==> config.mk <==
export PLATFORM = sky130hd
export DESIGN_NAME = ps2_rx_fifo
export DESIGN_NICKNAME = d
export VERILOG_FILES = /design/src/rtl/ps2_rx_fifo.sv
export SDC_FILE = /design/constraint.sdc
export NUM_CORES = 1
export LEC_CHECK = 0
export BUFFER_PORTS_ARGS = -buffer_cell sky130_fd_sc_hd__buf_2
export CORE_UTILIZATION = 60
export CTS_BUF_LIST = sky130_fd_sc_hd__clkbuf_2 sky130_fd_sc_hd__clkbuf_4 sky130_fd_sc_hd__clkbuf_8
export CTS_CLUSTER_DIAMETER = 150
export CTS_CLUSTER_SIZE = 12
export DETAILED_ROUTE_END_ITERATION = 7
export MAX_ROUTING_LAYER = met4
export PLACE_DENSITY = 0.77
export SKIP_LAST_GASP = 1
export SLEW_MARGIN = 20
export SYNTH_ARGS = -nofsm -noshare
export SYNTH_HDL_FRONTEND = slang
export SYNTH_SLANG_ARGS = --single-unit
==> constraint.sdc <==
create_clock -name clk -period 3.1 [get_ports clk]
set_clock_uncertainty 0.05 [all_clocks]
set_input_delay 0.775 -clock clk [delete_from_list [all_inputs] [get_ports clk]]
set_output_delay 0.775 -clock clk [all_outputs]
set_load 0.005 [all_outputs]
==> src/rtl/ps2_rx_fifo.sv <==
// ps2_rx_fifo: PS/2 device-to-host receiver that frames 11-bit words and queues bytes for a consumer.
// Build option: define PS2_PARITY_CHECK_EN to also reject frames with bad odd parity.
module ps2_rx_fifo #(
   parameter int FIFO_AW     = 3,
   parameter int TIMEOUT_CYC = 50000
) (
   input  logic       clk,
   input  logic       clr,
   input  logic       ps2_clk,
   input  logic       ps2_data,
   input  logic       nextdata_n,
   output logic [7:0] data,
   output logic       ready,
   output logic       overflow,
   output logic       frame_err
);
   localparam int DEPTH = 2 ** FIFO_AW;
   localparam int TO_W  = $clog2(TIMEOUT_CYC + 1);

   logic [2:0]       clk_sync_q, clk_sync_d;
   logic [1:0]       dat_sync_q, dat_sync_d;
   logic             nextdata_n_q, nextdata_n_d;
   logic [3:0]       bit_cnt_q, bit_cnt_d;
   logic [TO_W-1:0]  to_cnt_q, to_cnt_d;
   logic [7:0]       byte_q, byte_d;
   logic             start_q, start_d;
`ifdef PS2_PARITY_CHECK_EN
   logic             par_q, par_d;
`endif
   logic [FIFO_AW:0] wr_ptr_q, wr_ptr_d;
   logic [FIFO_AW:0] rd_ptr_q, rd_ptr_d;
   logic [7:0]       mem_q [DEPTH];
   logic [7:0]       data_q, data_d;
   logic             ready_q, ready_d;
   logic             overflow_q, overflow_d;
   logic             frame_err_q, frame_err_d;

   logic fall, bit_in, stop_fall, frame_ok, timeout;
   logic empty, full, pop, push;

   always_comb begin
      clk_sync_d   = {clk_sync_q[1:0], ps2_clk};
      dat_sync_d   = {dat_sync_q[0], ps2_data};
      nextdata_n_d = nextdata_n;
      fall         = clk_sync_q[2] & ~clk_sync_q[1];
      bit_in       = dat_sync_q[1];
      stop_fall    = fall && (bit_cnt_q == 4'd10);

      bit_cnt_d = bit_cnt_q;
      to_cnt_d  = to_cnt_q;
      byte_d    = byte_q;
      start_d   = start_q;
      timeout   = 1'b0;
`ifdef PS2_PARITY_CHECK_EN
      par_d     = par_q;
      frame_ok  = ~start_q & bit_in & (^{byte_q, par_q});
`else
      frame_ok  = ~start_q & bit_in;
`endif

      if (fall) begin
         if (bit_cnt_q == 4'd0) start_d = bit_in;
         if ((bit_cnt_q >= 4'd1) && (bit_cnt_q <= 4'd8)) byte_d = {bit_in, byte_q[7:1]};
`ifdef PS2_PARITY_CHECK_EN
         if (bit_cnt_q == 4'd9) par_d = bit_in;
`endif
         bit_cnt_d = (bit_cnt_q == 4'd10) ? 4'd0 : bit_cnt_q + 4'd1;
         to_cnt_d  = '0;
      end else if (bit_cnt_q == 4'd0) begin
         to_cnt_d = '0;
      end else if (to_cnt_q == TO_W'(TIMEOUT_CYC - 1)) begin
         // A stalled device would otherwise leave us misaligned for every later frame.
         timeout   = 1'b1;
         bit_cnt_d = 4'd0;
         to_cnt_d  = '0;
      end else begin
         to_cnt_d = to_cnt_q + TO_W'(1);
      end

      empty = (wr_ptr_q == rd_ptr_q);
      full  = (wr_ptr_q[FIFO_AW] != rd_ptr_q[FIFO_AW]) &&
              (wr_ptr_q[FIFO_AW-1:0] == rd_ptr_q[FIFO_AW-1:0]);
      pop   = nextdata_n_q & ~nextdata_n & ready_q & ~empty;
      push  = stop_fall & frame_ok & (~full | pop);

      wr_ptr_d    = wr_ptr_q + {{FIFO_AW{1'b0}}, push};
      rd_ptr_d    = rd_ptr_q + {{FIFO_AW{1'b0}}, pop};
      overflow_d  = overflow_q | (stop_fall & frame_ok & full & ~pop);
      frame_err_d = (stop_fall & ~frame_ok) | timeout;
      ready_d     = ~empty;
      data_d      = empty ? data_q : mem_q[rd_ptr_q[FIFO_AW-1:0]];
   end

   always_ff @(posedge clk) begin
      if (clr) begin
         clk_sync_q   <= 3'b111;
         dat_sync_q   <= 2'b11;
         nextdata_n_q <= 1'b1;
         bit_cnt_q    <= '0;
         to_cnt_q     <= '0;
         wr_ptr_q     <= '0;
         rd_ptr_q     <= '0;
         data_q       <= '0;
         ready_q      <= 1'b0;
         overflow_q   <= 1'b0;
         frame_err_q  <= 1'b0;
      end else begin
         clk_sync_q   <= clk_sync_d;
         dat_sync_q   <= dat_sync_d;
         nextdata_n_q <= nextdata_n_d;
         bit_cnt_q    <= bit_cnt_d;
         to_cnt_q     <= to_cnt_d;
         wr_ptr_q     <= wr_ptr_d;
         rd_ptr_q     <= rd_ptr_d;
         data_q       <= data_d;
         ready_q      <= ready_d;
         overflow_q   <= overflow_d;
         frame_err_q  <= frame_err_d;
      end
   end

   // Frame assembly and storage carry no reset; control state decides what is valid.
   always_ff @(posedge clk) begin
      byte_q  <= byte_d;
      start_q <= start_d;
`ifdef PS2_PARITY_CHECK_EN
      par_q   <= par_d;
`endif
      if (push) mem_q[wr_ptr_q[FIFO_AW-1:0]] <= byte_q;
   end

   assign data      = data_q;
   assign ready     = ready_q;
   assign overflow  = overflow_q;
   assign frame_err = frame_err_q;
endmodule

==> results of run 1 <==
==> sequential cells by signal, summed over array words and instances, names as in the netlist, 2 cells and up <==
register	cells
to_cnt_q	16
rd_ptr_q	4
dat_sync_q	2
bit_cnt_q	4
mem_q	64
clk_sync_q	3
byte_q	8
data	8
wr_ptr_q	4
==> routing by layer <==
layer	vias up	track usage (%)	wire length, µm
met5	-	-	0
met4	0	9.79	113
met3	13	5.89	340
met2	80	35.1	3960
met1	1248	26.9	3500
li1	1257	-	-
==> placed cells by master, fill, tap and decap left out, types with 9 or more instances in the layout <==
cell type / n
buf_2: 15
edfxtp_1: 73
dfxtp_1: 45
nor2_1: 37
clkbuf_8: 20
nand3_1: 9
mux2i_1: 9
buf_4: 9
nor3_1: 10
xnor2_1: 16
mux4_1: 16
==> per-stage QoR <==
step,area (µm²),hold slack (ns),total power [µW]
after floorplan,4730,0.339,1710
after global placement,4900,0.341,1720
after detailed placement,4900,0.348,1720
after CTS,5300,0.361,3070
after global routing,5300,0.363,3140
final,5300,0.356,3050
==> worst max path at each step <==
stage	endpoint	cells past startpoint
finish	mem_q[5][7]	4
global route	wr_ptr_q[2]	9
CTS	mem_q[5][7]	4
detailed placement	mem_q[5][2]	5
global placement	mem_q[7][1]	5
floorplan	mem_q[0][0]	4
==> layout make-up <==
| cell class | instances | area share (%) |
|---|---|---|
| Inverter | 7 | 0.496 |
| Sequential cell | 118 | 58.4 |
| Timing Repair Buffer | 24 | 2.69 |
| Multi-Input combinational cell | 177 | 28.5 |
| Clock buffer | 23 | 5.62 |
| Tap cell | 102 | 2.41 |
| Clock inverter | 9 | 1.89 |
==> cell families after synthesis <==
| group | Yosys count |
|---|---|
| XOR/XNOR | 22 |
| flip-flops | 118 |
| AND/OR/NAND/NOR | 104 |
| AO/OA/AOI/OAI | 21 |
| adder cells (fa/ha/maj) | 5 |
| buffers and inverters | 19 |
| multiplexers | 25 |
==> synthesized netlist by cell type (2+ instances only) <==
cell	count	area share, %
a211oi_1	8	1.3
nor2_1	37	2.9
dfxtp_1	45	19
mux2i_1	9	1.9
clkbuf_1	3	0.24
o2bb2ai_1	2	0.37
xor2_1	5	0.93
nand2b_1	3	0.40
nand3_1	9	0.95
nor3b_1	2	0.32
or2_2	6	0.79
xnor2_1	16	3.0
nor4_1	7	0.93
ha_1	5	1.3
nor2b_1	8	1.1
and4b_1	2	0.42
o21ai_0	2	0.21
buf_2	4	0.42
buf_6	4	0.95
nand2_1	6	0.48
a22oi_1	2	0.32
nand4_1	4	0.53
edfxtp_1	73	46
nor3_1	10	1.1
inv_1	7	0.56
mux4_1	16	8.9
==> worst max-delay path, cell delays in order, from the launching register on <==
cell      delay (ns)
dfxtp_1         0.45
and4bb_1        0.28
and4b_1         0.32
o211ai_2        0.17
nor2_1          0.60
==> report_power, final <==
part	internal [µW]	total, µW	switching (µW)
sequential	1660	1660	5.49
combinational	9.54	24.5	14.9
clock	799	1370	568
==> run metrics, run 1 <==
headroom to the max-slew limit 51.6%; total wire length between 7000 and 8000 µm; Max Freq 446 MHz; Die X 90.8 µm; Post-Route Utilization 68.9%; fillcell total 520; layout cell share with drive strength beyond 1 a little under a fifth; Multi-input gate area 1510 µm²; Pwr Density 576 nW/µm²; FF-to-FF Start bit_cnt_q[1]; worst-case vdd ir drop around 0.34 mV; Yosys warning count 0; Die H 90.8 µm; initial antenna violation count 0; post-synthesis mux area share between 10% and 20%; main combinational cell family by area after synthesis simple AND/OR/NAND/NOR gates; worst-path fanout max 8; I/O pin count 16; measured slew at the worst slew-check pin 0.723 ns; Max-cap violations 0; Max clock buf depth 2; HP Class reg2reg; Via density 5.65; core footprint 7690 µm²; Synth Cell Area about 4700 µm²; CTS buffer count 17; critical path required time ~3.1 ns; ant diodes 0; worst slack, placed 0.703 ns; Post-Synth Simple-Gate Area 12.0%; total track usage 22.2%; first-pass GRT wire length between 10,000 and 15,000 µm; clk_lat worst skew about 0.42 ns; vias about 2,600; final setup TNS 0 ns; run status finished clean; Setup Buffers After CTS 0; reg2reg end mem_q[5][7]; CP Capture Type flip-flop; number of port buffers 15; syn nets 324; Post-Layout Cell Count 460; total area of sequential cells 3090 µm²; drt drc 0; htree depth 4; largest net degree at the start of global routing 29; hold wc startpoint dat_sync_q[0]; WHS Endpoint dat_sync_q[1]; part of the Yosys area used for sequential elements 65.4%; CTS sink cnt 118; CTS tree built; gpl congestion 0.784; R2R depth 4; area delta synth->final 12.1%; area share of fa/ha/maj cells after synthesis 1.32%; nets 355; RSZ-0062 raised after global routing no; number of global-route vias before repair 2,551; Hold Buf Count CTS 0; Mapped Avg Cell Area ~15 µm²; top_reg_cell synth edfxtp_1; Syn Inst Count about 310; Final period util 72.4%; die area between 8000 and 9000 µm²; Post-synth ARST share 0%; number of synthesized flops with an enable pin 73; WL per Instance 17.2 µm; Static Leakage 0.00177 µW; Fin. Hold Viols 0; compound-gate portion of the synthesized area 3.60%; root buffer cell clkbuf_8; drt first pass iters 4; post-route ant nets 0; Seq cells post-synth 118; Final Max Slew Viols 0; hold path depth 1; # setup viols final 0; DR iter-0 viols about 190; Reg2Reg Setup Slack 0.86 ns; Critical Path Source Type flip-flop; grt ovf 0; Initial Utilization 61.5%; placed insts 428; Period minus WS final 2.24 ns; setup ws final 0.856 ns; Site Rows 32; post-synthesis cell type count 45; Setup CP Type reg2reg; post-CTS sizing 0; Worst EP arrival between 2 and 2.5 ns; crit path launch bit_cnt_q[1]; post-DP HPWL 5100 µm; Clock transition at path regs 0.07 ns; XOR/XNOR Fraction of Synth Area 4.23%
Note: power is estimated with default switching activity, not from simulation.
==> run 2, diff against run 1 <==
--- a/config.mk
+++ b/config.mk
@@ -6,13 +6,13 @@
 export NUM_CORES = 1
 export LEC_CHECK = 0
 export BUFFER_PORTS_ARGS = -buffer_cell sky130_fd_sc_hd__buf_2
-export CORE_UTILIZATION = 60
+export CORE_UTILIZATION = 58
 export CTS_BUF_LIST = sky130_fd_sc_hd__clkbuf_2 sky130_fd_sc_hd__clkbuf_4 sky130_fd_sc_hd__clkbuf_8
 export CTS_CLUSTER_DIAMETER = 150
 export CTS_CLUSTER_SIZE = 12
 export DETAILED_ROUTE_END_ITERATION = 7
 export MAX_ROUTING_LAYER = met4
-export PLACE_DENSITY = 0.77
+export PLACE_DENSITY = 0.78
 export SKIP_LAST_GASP = 1
 export SLEW_MARGIN = 20
 export SYNTH_ARGS = -nofsm -noshare
==> constraint.sdc (replaced) <==
create_clock -name clk -period 1.9 [get_ports clk]
set_clock_uncertainty 0.05 [all_clocks]
set_input_delay 0.475 -clock clk [delete_from_list [all_inputs] [get_ports clk]]
set_output_delay 0.475 -clock clk [all_outputs]
set_load 0.005 [all_outputs]
==> run 2 against run 1 <==
Net effect: count of clock-buffer cells in the layout fell by 2; sequential cell count stayed put; critical path depth up 2; sequential share of layout area fell by 2.7 points; sequential power rose by 63%; critical endpoint is now mem_q[5][3].
==> run metrics, run 2 (same netlist as run 1, synthesis figures left out) <==
run status finished clean; Max clock buf depth 2; number of port buffers 15; core footprint 7810 µm²; CTS buffer count 17; nets 376; Largest register FFs 64; total track usage 22.2%; headroom to the max-slew limit 57.2%; Die H between 90 and 100 µm; Post-Layout Cell Count 481; total power 5070 µW; largest net degree at the start of global routing 26; area delta synth->final 17.9%; clk_lat worst skew 0.42 ns; worst-case vdd ir drop 0.684 mV; drt first pass iters 5; Site Rows 32; CP Capture Type flip-flop; critical path required time between 1.5 and 2 ns; reg2reg end mem_q[5][3]; DR iter-0 viols 235; worst-path fanout max 8; layout cell share with drive strength beyond 1 27.4%; grt ovf 0; CTS sink cnt 118; gpl congestion 0.794; Period minus WS final 1.86 ns; I/O pin count 16; post-DP HPWL 5590 µm; WL per Instance 17.9 µm; Final Max Slew Viols 0; hold path depth 2; total wire length 8600 µm; CTS tree built; Clock transition at path regs 0.07 ns; root buffer cell clkbuf_8; # setup viols final 0; Hold Buf Count CTS 0; number of global-route vias before repair 2,640; Static Leakage about 0.0019 µW; Critical Path Source Type flip-flop; htree depth 4; Max Freq 537 MHz; post-route ant nets 0; vias 2,759; Pwr Density just over 900 nW/µm²; FF-to-FF Start bit_cnt_q[1]; ant diodes 0; hold wc startpoint ps2_data; HP Class in2reg; Die X 92.3 µm; Final Cell Area 5580 µm²; Reg2Reg Setup Slack 0.04 ns; drt drc 0; first-pass GRT wire length 13,200 µm; initial antenna violation count 0; Initial Utilization between 60% and 70%; measured slew at the worst slew-check pin roughly 0.64 ns; Max-cap violations 0; Worst EP arrival 1.94 ns; placed insts 443; die area 8520 µm²; RSZ-0062 raised after global routing yes; R2R depth 6; Final period util 98.1%; Placed Area a little over 5000 µm²; Setup CP Type reg2reg; commonest cells after routing, fill and taps aside edfxtp_1, dfxtp_1, nor2_1; Post-Route Utilization 71.4%; Via density around 5.7; most common cell after layout, fill and taps aside edfxtp_1; Fin. Hold Viols 0; WHS Endpoint dat_sync_q[0]
-- run 2: cell count changes in the layout (fill, tap and decap cells not counted), sizes merged --
cell	change
buf	+21
clkbuf	-2
clkinv	+2
bufinv	+1
inv	-1
-- run 2: repair_timing --
| action | in CTS | in global routing |
|---|---|---|
| endpoints found under the setup margin | 30 | 83 |
| gates resized for setup | 3 | 13 |
| pin swaps | 0 | 9 |
| setup buffers | 0 | 6 |
-- run 2: worst max-delay path by stage --
| stage | start | endpoint | slack (ns) | cells past startpoint |
|---|---|---|---|---|
| 6_report | bit_cnt_q[1] | mem_q[5][3] | 0.04 | 6 |
| 4_1_cts | bit_cnt_q[1] | mem_q[2][1] | -0.005 | 6 |
| 3_3_place_gp | rd_ptr_q[1] | data[3] | 0.03 | 4 |
| 3_5_place_dp | rd_ptr_q[1] | data[4] | -0.01 | 4 |
| 5_1_grt | bit_cnt_q[0] | mem_q[4][2] | -0.03 | 5 |
| 2_1_floorplan | bit_cnt_q[0] | mem_q[4][0] | -0.22 | 5 |
-- run 2: area by class of cell --
| class | instances | area, µm² |
|---|---|---|
| clock inverters | 11 | 131 |
| clock buffers | 21 | 277 |
| multi-input cells | 177 | 1600 |
| fillers | 493 | 2230 |
| repair buffers | 45 | 308 |
| inverters | 7 | 26.3 |
| well taps | 102 | 128 |
| flip-flops and latches | 118 | 3100 |
-- run 2: critical path, cell delays in order, from the launching register on --
cell and delay, ns:
dfxtp_2 0.34, buf_6 0.09, and4bb_1 0.22, and4b_2 0.32, o211ai_4 0.12, nor2_1 0.21
buf_4 0.22
-- run 2: power by group --
part | switching [µW] | total [µW] | internal [µW]
combinational | 30.4 | 53.5 | 23.1
clock | 930 | 2310 | 1380
sequential | 7.93 | 2710 | 2700
total | 968 | 5070 | 4100
-- run 2: per-layer routing --
layer / global-route usage, % / wire length (µm) / vias up
met5: - / 0 / -
met4: 8.72 / 104 / 0
met3: 5.99 / 457 / 10
met2: 34.6 / 4330 / 97
met1: 27.9 / 3700 / 1352
li1: - / - / 1300
-- run 2: through the flow --
step / hold slack (ns) / setup slack, ns / TNS, ns
final: 0.205 / 0.0361 / 0
after global routing: 0.193 / -0.0299 / -0.313
after CTS: 0.180 / -0.00452 / -0.0225
after detailed placement: 0.345 / -0.0147 / -0.0394
after global placement: 0.348 / 0.0317 / 0
after floorplan: 0.339 / -0.220 / -6.14
